[src/rtl/wbu_commit_stage.sv]
// -----------------------------------------------------------------------------
// wbu_commit_stage
//   Write-back / commit stage sitting directly behind execute. Retires one
//   instruction per cycle into the GPR file and the machine-mode CSRs, takes
//   ecall / mret / fence.i, and emits a registered one-cycle flush with a
//   fetch redirect target. Decode gets combinational GPR and CSR read ports.
//
//   Optional build macro WBU_PERF_CSR_EN adds 64-bit mcycle / minstret
//   counters at 0xB00/0xB80 and 0xB02/0xB82. Without it those addresses read 0.
//
// Ports
//   clock, reset      system clock, synchronous active-high reset
//   in_ready          always 1
//   in_valid, in_pc   retiring instruction and its PC
//   in_gpr_waddr/wdata  GPR write (waddr 0 = no write)
//   in_csr_wen/waddr/wdata  CSR write
//   in_exc/in_ret/in_fencei  ecall, mret, fence.i (priority in that order)
//   gpr_raddr1/2, gpr_rdata1/2  combinational GPR reads (no bypass)
//   csr_raddr, csr_rdata        combinational CSR read
//   flush, redirect_pc, fencei_req  registered one-cycle redirect
// -----------------------------------------------------------------------------
module wbu_commit_stage #(
  parameter logic [31:0] RESET_PC  = 32'h3000_0000,
  parameter logic [31:0] MVENDORID = 32'h7973_7978,
  parameter logic [31:0] MARCHID   = 32'h0160_AC2B
) (
  input  logic        clock,
  input  logic        reset,
  output logic        in_ready,
  input  logic        in_valid,
  input  logic [31:0] in_pc,
  input  logic [4:0]  in_gpr_waddr,
  input  logic [31:0] in_gpr_wdata,
  input  logic        in_csr_wen,
  input  logic [11:0] in_csr_waddr,
  input  logic [31:0] in_csr_wdata,
  input  logic        in_exc,
  input  logic        in_ret,
  input  logic        in_fencei,
  input  logic [4:0]  gpr_raddr1,
  input  logic [4:0]  gpr_raddr2,
  output logic [31:0] gpr_rdata1,
  output logic [31:0] gpr_rdata2,
  input  logic [11:0] csr_raddr,
  output logic [31:0] csr_rdata,
  output logic        flush,
  output logic [31:0] redirect_pc,
  output logic        fencei_req
);

  localparam int PC_W = $bits(RESET_PC);

  localparam logic [11:0] CSR_MSTATUS   = 12'h300;
  localparam logic [11:0] CSR_MTVEC     = 12'h305;
  localparam logic [11:0] CSR_MEPC      = 12'h341;
  localparam logic [11:0] CSR_MCAUSE    = 12'h342;
  localparam logic [11:0] CSR_MVENDORID = 12'hF11;
  localparam logic [11:0] CSR_MARCHID   = 12'hF12;
`ifdef WBU_PERF_CSR_EN
  localparam logic [11:0] CSR_MCYCLE    = 12'hB00;
  localparam logic [11:0] CSR_MCYCLEH   = 12'hB80;
  localparam logic [11:0] CSR_MINSTRET  = 12'hB02;
  localparam logic [11:0] CSR_MINSTRETH = 12'hB82;
`endif

  assign in_ready = 1'b1;

  // Anything arriving during the flush cycle is younger than the trap and dropped.
  logic commit, do_exc, do_ret, do_fencei, csr_we;
  assign commit    = in_valid & ~flush;
  assign do_exc    = commit & in_exc;
  assign do_ret    = commit & in_ret & ~in_exc;
  assign do_fencei = commit & in_fencei & ~in_exc & ~in_ret;
  assign csr_we    = commit & in_csr_wen;

  logic [PC_W-1:0] seq_pc;
  assign seq_pc = in_pc + 32'd4;

  // ---------------------------------------------------------------------------
  // GPR file (contents not reset; x0 never written, forced to 0 on read)
  // ---------------------------------------------------------------------------
  logic [31:0] gpr [0:31];

  always_ff @(posedge clock) begin
    if (commit && in_gpr_waddr != 5'd0)
      gpr[in_gpr_waddr] <= in_gpr_wdata;
  end

  assign gpr_rdata1 = (gpr_raddr1 == 5'd0) ? 32'd0 : gpr[gpr_raddr1];
  assign gpr_rdata2 = (gpr_raddr2 == 5'd0) ? 32'd0 : gpr[gpr_raddr2];

  // ---------------------------------------------------------------------------
  // Machine CSRs. MPP is hardwired to 3, so only MIE/MPIE are stored.
  // ---------------------------------------------------------------------------
  logic        mie, mpie;
  logic [31:0] mtvec, mepc, mcause;

  always_ff @(posedge clock) begin
    if (reset) begin
      mie         <= 1'b0;
      mpie        <= 1'b0;
      mtvec       <= 32'd0;
      mepc        <= 32'd0;
      mcause      <= 32'd0;
      flush       <= 1'b0;
      fencei_req  <= 1'b0;
      redirect_pc <= 32'd0;
    end else begin
      // Trap updates win over a same-cycle software write of the same field.
      if (do_exc) begin
        mie  <= 1'b0;
        mpie <= mie;
      end else if (do_ret) begin
        mie  <= mpie;
        mpie <= 1'b1;
      end else if (csr_we && in_csr_waddr == CSR_MSTATUS) begin
        mie  <= in_csr_wdata[3];
        mpie <= in_csr_wdata[7];
      end

      if (csr_we && in_csr_waddr == CSR_MTVEC)
        mtvec <= in_csr_wdata;

      if (do_exc)
        mepc <= in_pc;
      else if (csr_we && in_csr_waddr == CSR_MEPC)
        mepc <= {in_csr_wdata[31:2], 2'b00};

      if (do_exc)
        mcause <= 32'd11;
      else if (csr_we && in_csr_waddr == CSR_MCAUSE)
        mcause <= in_csr_wdata;

      // Redirect targets use CSR values as they stood before this commit.
      flush      <= do_exc | do_ret | do_fencei;
      fencei_req <= do_fencei;
      if (do_exc)
        redirect_pc <= {mtvec[31:2], 2'b00};
      else if (do_ret)
        redirect_pc <= mepc;
      else if (do_fencei)
        redirect_pc <= seq_pc;
    end
  end

`ifdef WBU_PERF_CSR_EN
  // ---------------------------------------------------------------------------
  // Performance counters. A software write replaces only the written half's
  // increment for that cycle; the other half still advances.
  // ---------------------------------------------------------------------------
  logic [63:0] mcycle, minstret, mcycle_nx, minstret_nx;

  always_comb begin
    mcycle_nx   = mcycle + 64'd1;
    minstret_nx = minstret + {63'd0, commit};
    if (csr_we) begin
      case (in_csr_waddr)
        CSR_MCYCLE:    mcycle_nx[31:0]    = in_csr_wdata;
        CSR_MCYCLEH:   mcycle_nx[63:32]   = in_csr_wdata;
        CSR_MINSTRET:  minstret_nx[31:0]  = in_csr_wdata;
        CSR_MINSTRETH: minstret_nx[63:32] = in_csr_wdata;
        default: ;
      endcase
    end
  end

  always_ff @(posedge clock) begin
    if (reset) begin
      mcycle   <= 64'd0;
      minstret <= 64'd0;
    end else begin
      mcycle   <= mcycle_nx;
      minstret <= minstret_nx;
    end
  end
`endif

  // ---------------------------------------------------------------------------
  // CSR read port
  // ---------------------------------------------------------------------------
  always_comb begin
    csr_rdata = 32'd0;
    case (csr_raddr)
      CSR_MSTATUS:   csr_rdata = {19'd0, 2'b11, 3'd0, mpie, 3'd0, mie, 3'd0};
      CSR_MTVEC:     csr_rdata = mtvec;
      CSR_MEPC:      csr_rdata = mepc;
      CSR_MCAUSE:    csr_rdata = mcause;
      CSR_MVENDORID: csr_rdata = MVENDORID;
      CSR_MARCHID:   csr_rdata = MARCHID;
`ifdef WBU_PERF_CSR_EN
      CSR_MCYCLE:    csr_rdata = mcycle[31:0];
      CSR_MCYCLEH:   csr_rdata = mcycle[63:32];
      CSR_MINSTRET:  csr_rdata = minstret[31:0];
      CSR_MINSTRETH: csr_rdata = minstret[63:32];
`endif
      default:       csr_rdata = 32'd0;
    endcase
  end

endmodule

[config.mk]
export PLATFORM = sky130hd
export DESIGN_NAME = wbu_commit_stage
export DESIGN_NICKNAME = d
export VERILOG_FILES = /design/src/rtl/wbu_commit_stage.sv
export SDC_FILE = /design/constraint.sdc
export NUM_CORES = 2
export LEC_CHECK = 0
export CAP_MARGIN = 20
export CELL_PAD_IN_SITES_DETAIL_PLACEMENT = 1
export CELL_PAD_IN_SITES_GLOBAL_PLACEMENT = 1
export CORE_MARGIN = 2
export CORE_UTILIZATION = 43
export CTS_CLUSTER_SIZE = 28
export DETAILED_ROUTE_END_ITERATION = 6
export HOLD_SLACK_MARGIN = 0.1
export PLACE_DENSITY_LB_ADDON = 0.1
export SETUP_SLACK_MARGIN = 0.2
export SLEW_MARGIN = 20
export SYNTH_ARGS = -nofsm -noshare
export SYNTH_HDL_FRONTEND = slang
export SYNTH_SLANG_ARGS = --single-unit
[constraint.sdc]
create_clock -name clock -period 3.7 [get_ports clock]
set_clock_uncertainty 0.2 [all_clocks]
set_input_delay 0.555 -clock clock [delete_from_list [all_inputs] [get_ports clock]]
set_output_delay 0.555 -clock clock [all_outputs]
set_load 0.1 [all_outputs]
==> results_dict.tcl <==
set metrics [dict create \
    outcome "complete, but fails checks" \
    violations "DRC" \
    worstPathRequired_ns 2.94 \
    r2r.worst_path.cells 7 \
    start_util 0.435 \
    min_path_cells 1 \
    ys_top_cells_by_area "edfxtp_1 57%, mux4_2 21%, dfxtp_1 4.9%" \
    final.setup.tns_ns 0 \
    clock_path_buffers 3 \
    post_drt_via_cell_ratio 6.59 \
    finalCriticalPeriod_ns 3.48 \
    cp_cell_sequence "buf_6, buf_12, buf_4, mux4_2, a211oi_1, nor4_4, buf_4, buf_12" \
    ys_async_sr_fraction 0 \
    synth_top_cells_by_count "1,024 x edfxtp_1, 512 x mux4_2, 313 x nand2_1" \
    place_area_sq_um 62700 \
    cts_buffers 131 \
    switching_share 0.255 \
    ctsHoldBuffers 0 \
    antenna_left 0 \
    vias 35287 \
    cp-start-kind "primary input" \
    nets 3746 \
    worstPathMaxFanout 28 \
    io_buffer_count 271 \
    finalCritPeriodShare 0.941 \
    hold_start "in_gpr_wdata[16]" \
    max_cap_viol_count 0 \
    timing.rr.start "flush" \
    overflow 0 \
    syn-cell-area_sq_um 53900 \
    grt_start_max_net_pins 47 \
    drtIter0Drc 3949 \
    cts_num_sinks 1156 \
    drive_gt1_frac 0.327 \
    r2r_end "mepc[12]" \
    endpoint_kind "output port" \
    grtUsageTotal 0.308 \
    design_area_sq_um 67000 \
    synthCells 3181 \
    arrival_ns 2.73 \
    drv_slew 0 \
    finalHoldViolCount 0 \
    path_clk_slew_ns 0.06 \
    slowest_stage "a211oi_1" \
    synth_seq_cells 1156 \
    yosysTopAreaCell "edfxtp_1" \
    p_switching_mw 8.14 \
    grt_pass1_vias 37219 \
    routed_wl_mm 195 \
    max_stage_delay_ns 0.44 \
    irDropWorstVdd_mv 0.470 \
    synth_edf_count 1024 \
    hpwl_mm 124 \
    grt_pass1_wl_mm 279 \
    worstMarginPinSlew_ns 1.12 \
    synthFlopType "edfxtp_1" \
    fillCellCount 11163 \
    power_density_nw_per_um2 475 \
    num_rows 129 \
    hold_class "in2reg" \
    cts_tree "done" \
    min_to "gpr[11][16]" \
    pwr-share-clk 0.416 \
    fin_total_pwr_mw 31.9 \
    detail_route.wl_per_cell_microns 36.5 \
    synth_cell_types 61 \
    yosysTopAreaCellShare 0.571 \
    p_leak_nw 21.4 \
    setup-violations-final 0 \
    r2r_setup_slack_ns 1.11 \
    cts-root-buf "clkbuf_16" \
    place_congestion 0.867 \
    drt_first_pass_iters 7 \
    drc 6 \
    fmax_mhz 287 \
    power.share.sequential 0.453 \
    critPathKind "in2out" \
    dieArea_sq_um 128000 \
    h-tree-depth 4 \
    die_height_microns 358 \
    syn_area_per_cell_sq_um 16.9 \
    synth.most_common_cell "edfxtp_1" \
    yosys_warnings 0 \
    ys_seq_area_frac 0.620 \
    rsz0062_at_grt "true" \
    max-slew-margin-rel 0.251 \
    p_comb_frac 0.130 \
    die_x_microns 358 \
    antenna_found_initial 18 \
    clk_latency_ns 0.73 \
    io_pins 273 \
    core_area_sq_um 124000 \
    area.growth.synth_to_final_pct 24.4 \
    internal_power_mw 23.7 \
]
-- flip-flops by register name, indices dropped and copies added (netlist names) --
signal       flops
redirect_pc     32
mie              1
mepc            32
mpie             1
fencei_req       1
mtvec           32
gpr           1024
mcause          32
flush            1
-- cell type report --
class | instances | area [sq um] | area share
Timing Repair Buffer | 523 | 6600 | 0.0985
Clock inverter | 77 | 791 | 0.0118
Inverter | 14 | 52.6 | 0.000784
Tap cell | 1637 | 2050 | 0.0306
Antenna cell | 7 | 17.5 | 0.000261
Multi-Input combinational cell | 1777 | 20600 | 0.307
Sequential cell | 1156 | 33400 | 0.498
Clock buffer | 162 | 3540 | 0.0528
-- metrics by stage --
step / cells / setup slack (ns) / hold WS (ns) / utilization
after floorplan: 3212 / 0.144 / 0.228 / -
after CTS: 5342 / 0.215 / 0.159 / 0.541
after global placement: 5103 / 0.234 / 0.237 / 0.506
after detailed placement: 5103 / 0.195 / 0.251 / 0.506
after global routing: 5352 / 0.176 / 0.134 / 0.541
final: 5353 / 0.218 / 0.137 / 0.541
-- worst max-delay path: cells and delay by family --
| kind | cells | cell delay, ns |
|---|---|---|
| AND/OR/NAND/NOR | 1 | 0.05 |
| buffers and inverters | 5 | 1.28 |
| multiplexers | 1 | 0.32 |
| AO/OA/AOI/OAI | 1 | 0.44 |
-- worst max-delay path by stage --
stage | start | end | slack [ns] | cells after the start
final | gpr_raddr2[2] | gpr_rdata2[21] | 0.22 | 8
after global routing | gpr_raddr2[2] | gpr_rdata2[21] | 0.18 | 8
after CTS | gpr[16][21] | gpr_rdata2[21] | 0.21 | 6
after detailed placement | gpr_raddr2[0] | gpr_rdata2[10] | 0.19 | 8
after global placement | gpr_raddr2[0] | gpr_rdata2[10] | 0.23 | 8
after floorplan | csr_raddr[2] | csr_rdata[13] | 0.14 | 4
-- cells in the final DEF, fill, tap and decap left out, types with 31 or more instances in the layout --
cell	Yosys	final
nor4_4	1	65
clkinv_1	0	31
mux2i_1	98	97
clkbuf_16	0	136
buf_12	3	185
buf_4	9	166
edfxtp_1	1024	1024
nor2b_1	72	70
nor2_1	99	68
a21oi_1	87	86
o22ai_1	64	64
conb_1	2	33
nand2_1	313	313
o21ai_0	36	35
dfxtp_1	132	132
nor2_4	0	31
o2111a_1	64	64
mux4_2	512	512
a211oi_1	105	103
clkdlybuf4s50_1	0	143
-- power groups by stage --
stage                     sequential [mW]  clock, mW  combinational (mW)
after floorplan                      14.8          0                2.26
after global placement               14.7          0                4.10
after detailed placement             14.7          0                4.15
after CTS                            14.4       13.4                4.17
after global routing                 14.4       13.9                4.32
final                                14.4       13.3                4.16
-- kinds of logic after synthesis --
family                     Yosys count  synth area share
AOI/OAI and AO/OA                  446            0.0606
xor gates and xnor gates            19           0.00309
adders and majority gates            1          0.000232
buffers and inverters              279            0.0242
DFF                               1156             0.620
muxes                              610             0.232
other                                2          0.000139
and+or+nand+nor                    668            0.0598
-- repair_timing --
action / in CTS / in global routing
endpoints found under the hold margin: 0 / 0
pin swaps: 0 / 2
setup endpoints to repair: 1 / 16
gates resized for setup: 1 / 5
setup buffers: 0 / 2
-- metal layers --
| layer | global-route usage | vias to the layer above | wire, microns |
|---|---|---|---|
| met5 | 0 | - | 34 |
| met4 | 0.0985 | 6 | 6260 |
| met3 | 0.0493 | 367 | 14800 |
| met2 | 0.501 | 1689 | 95300 |
| met1 | 0.428 | 19117 | 78700 |
| li1 | - | 14108 | - |
Power figures use the tool's default switching activity.
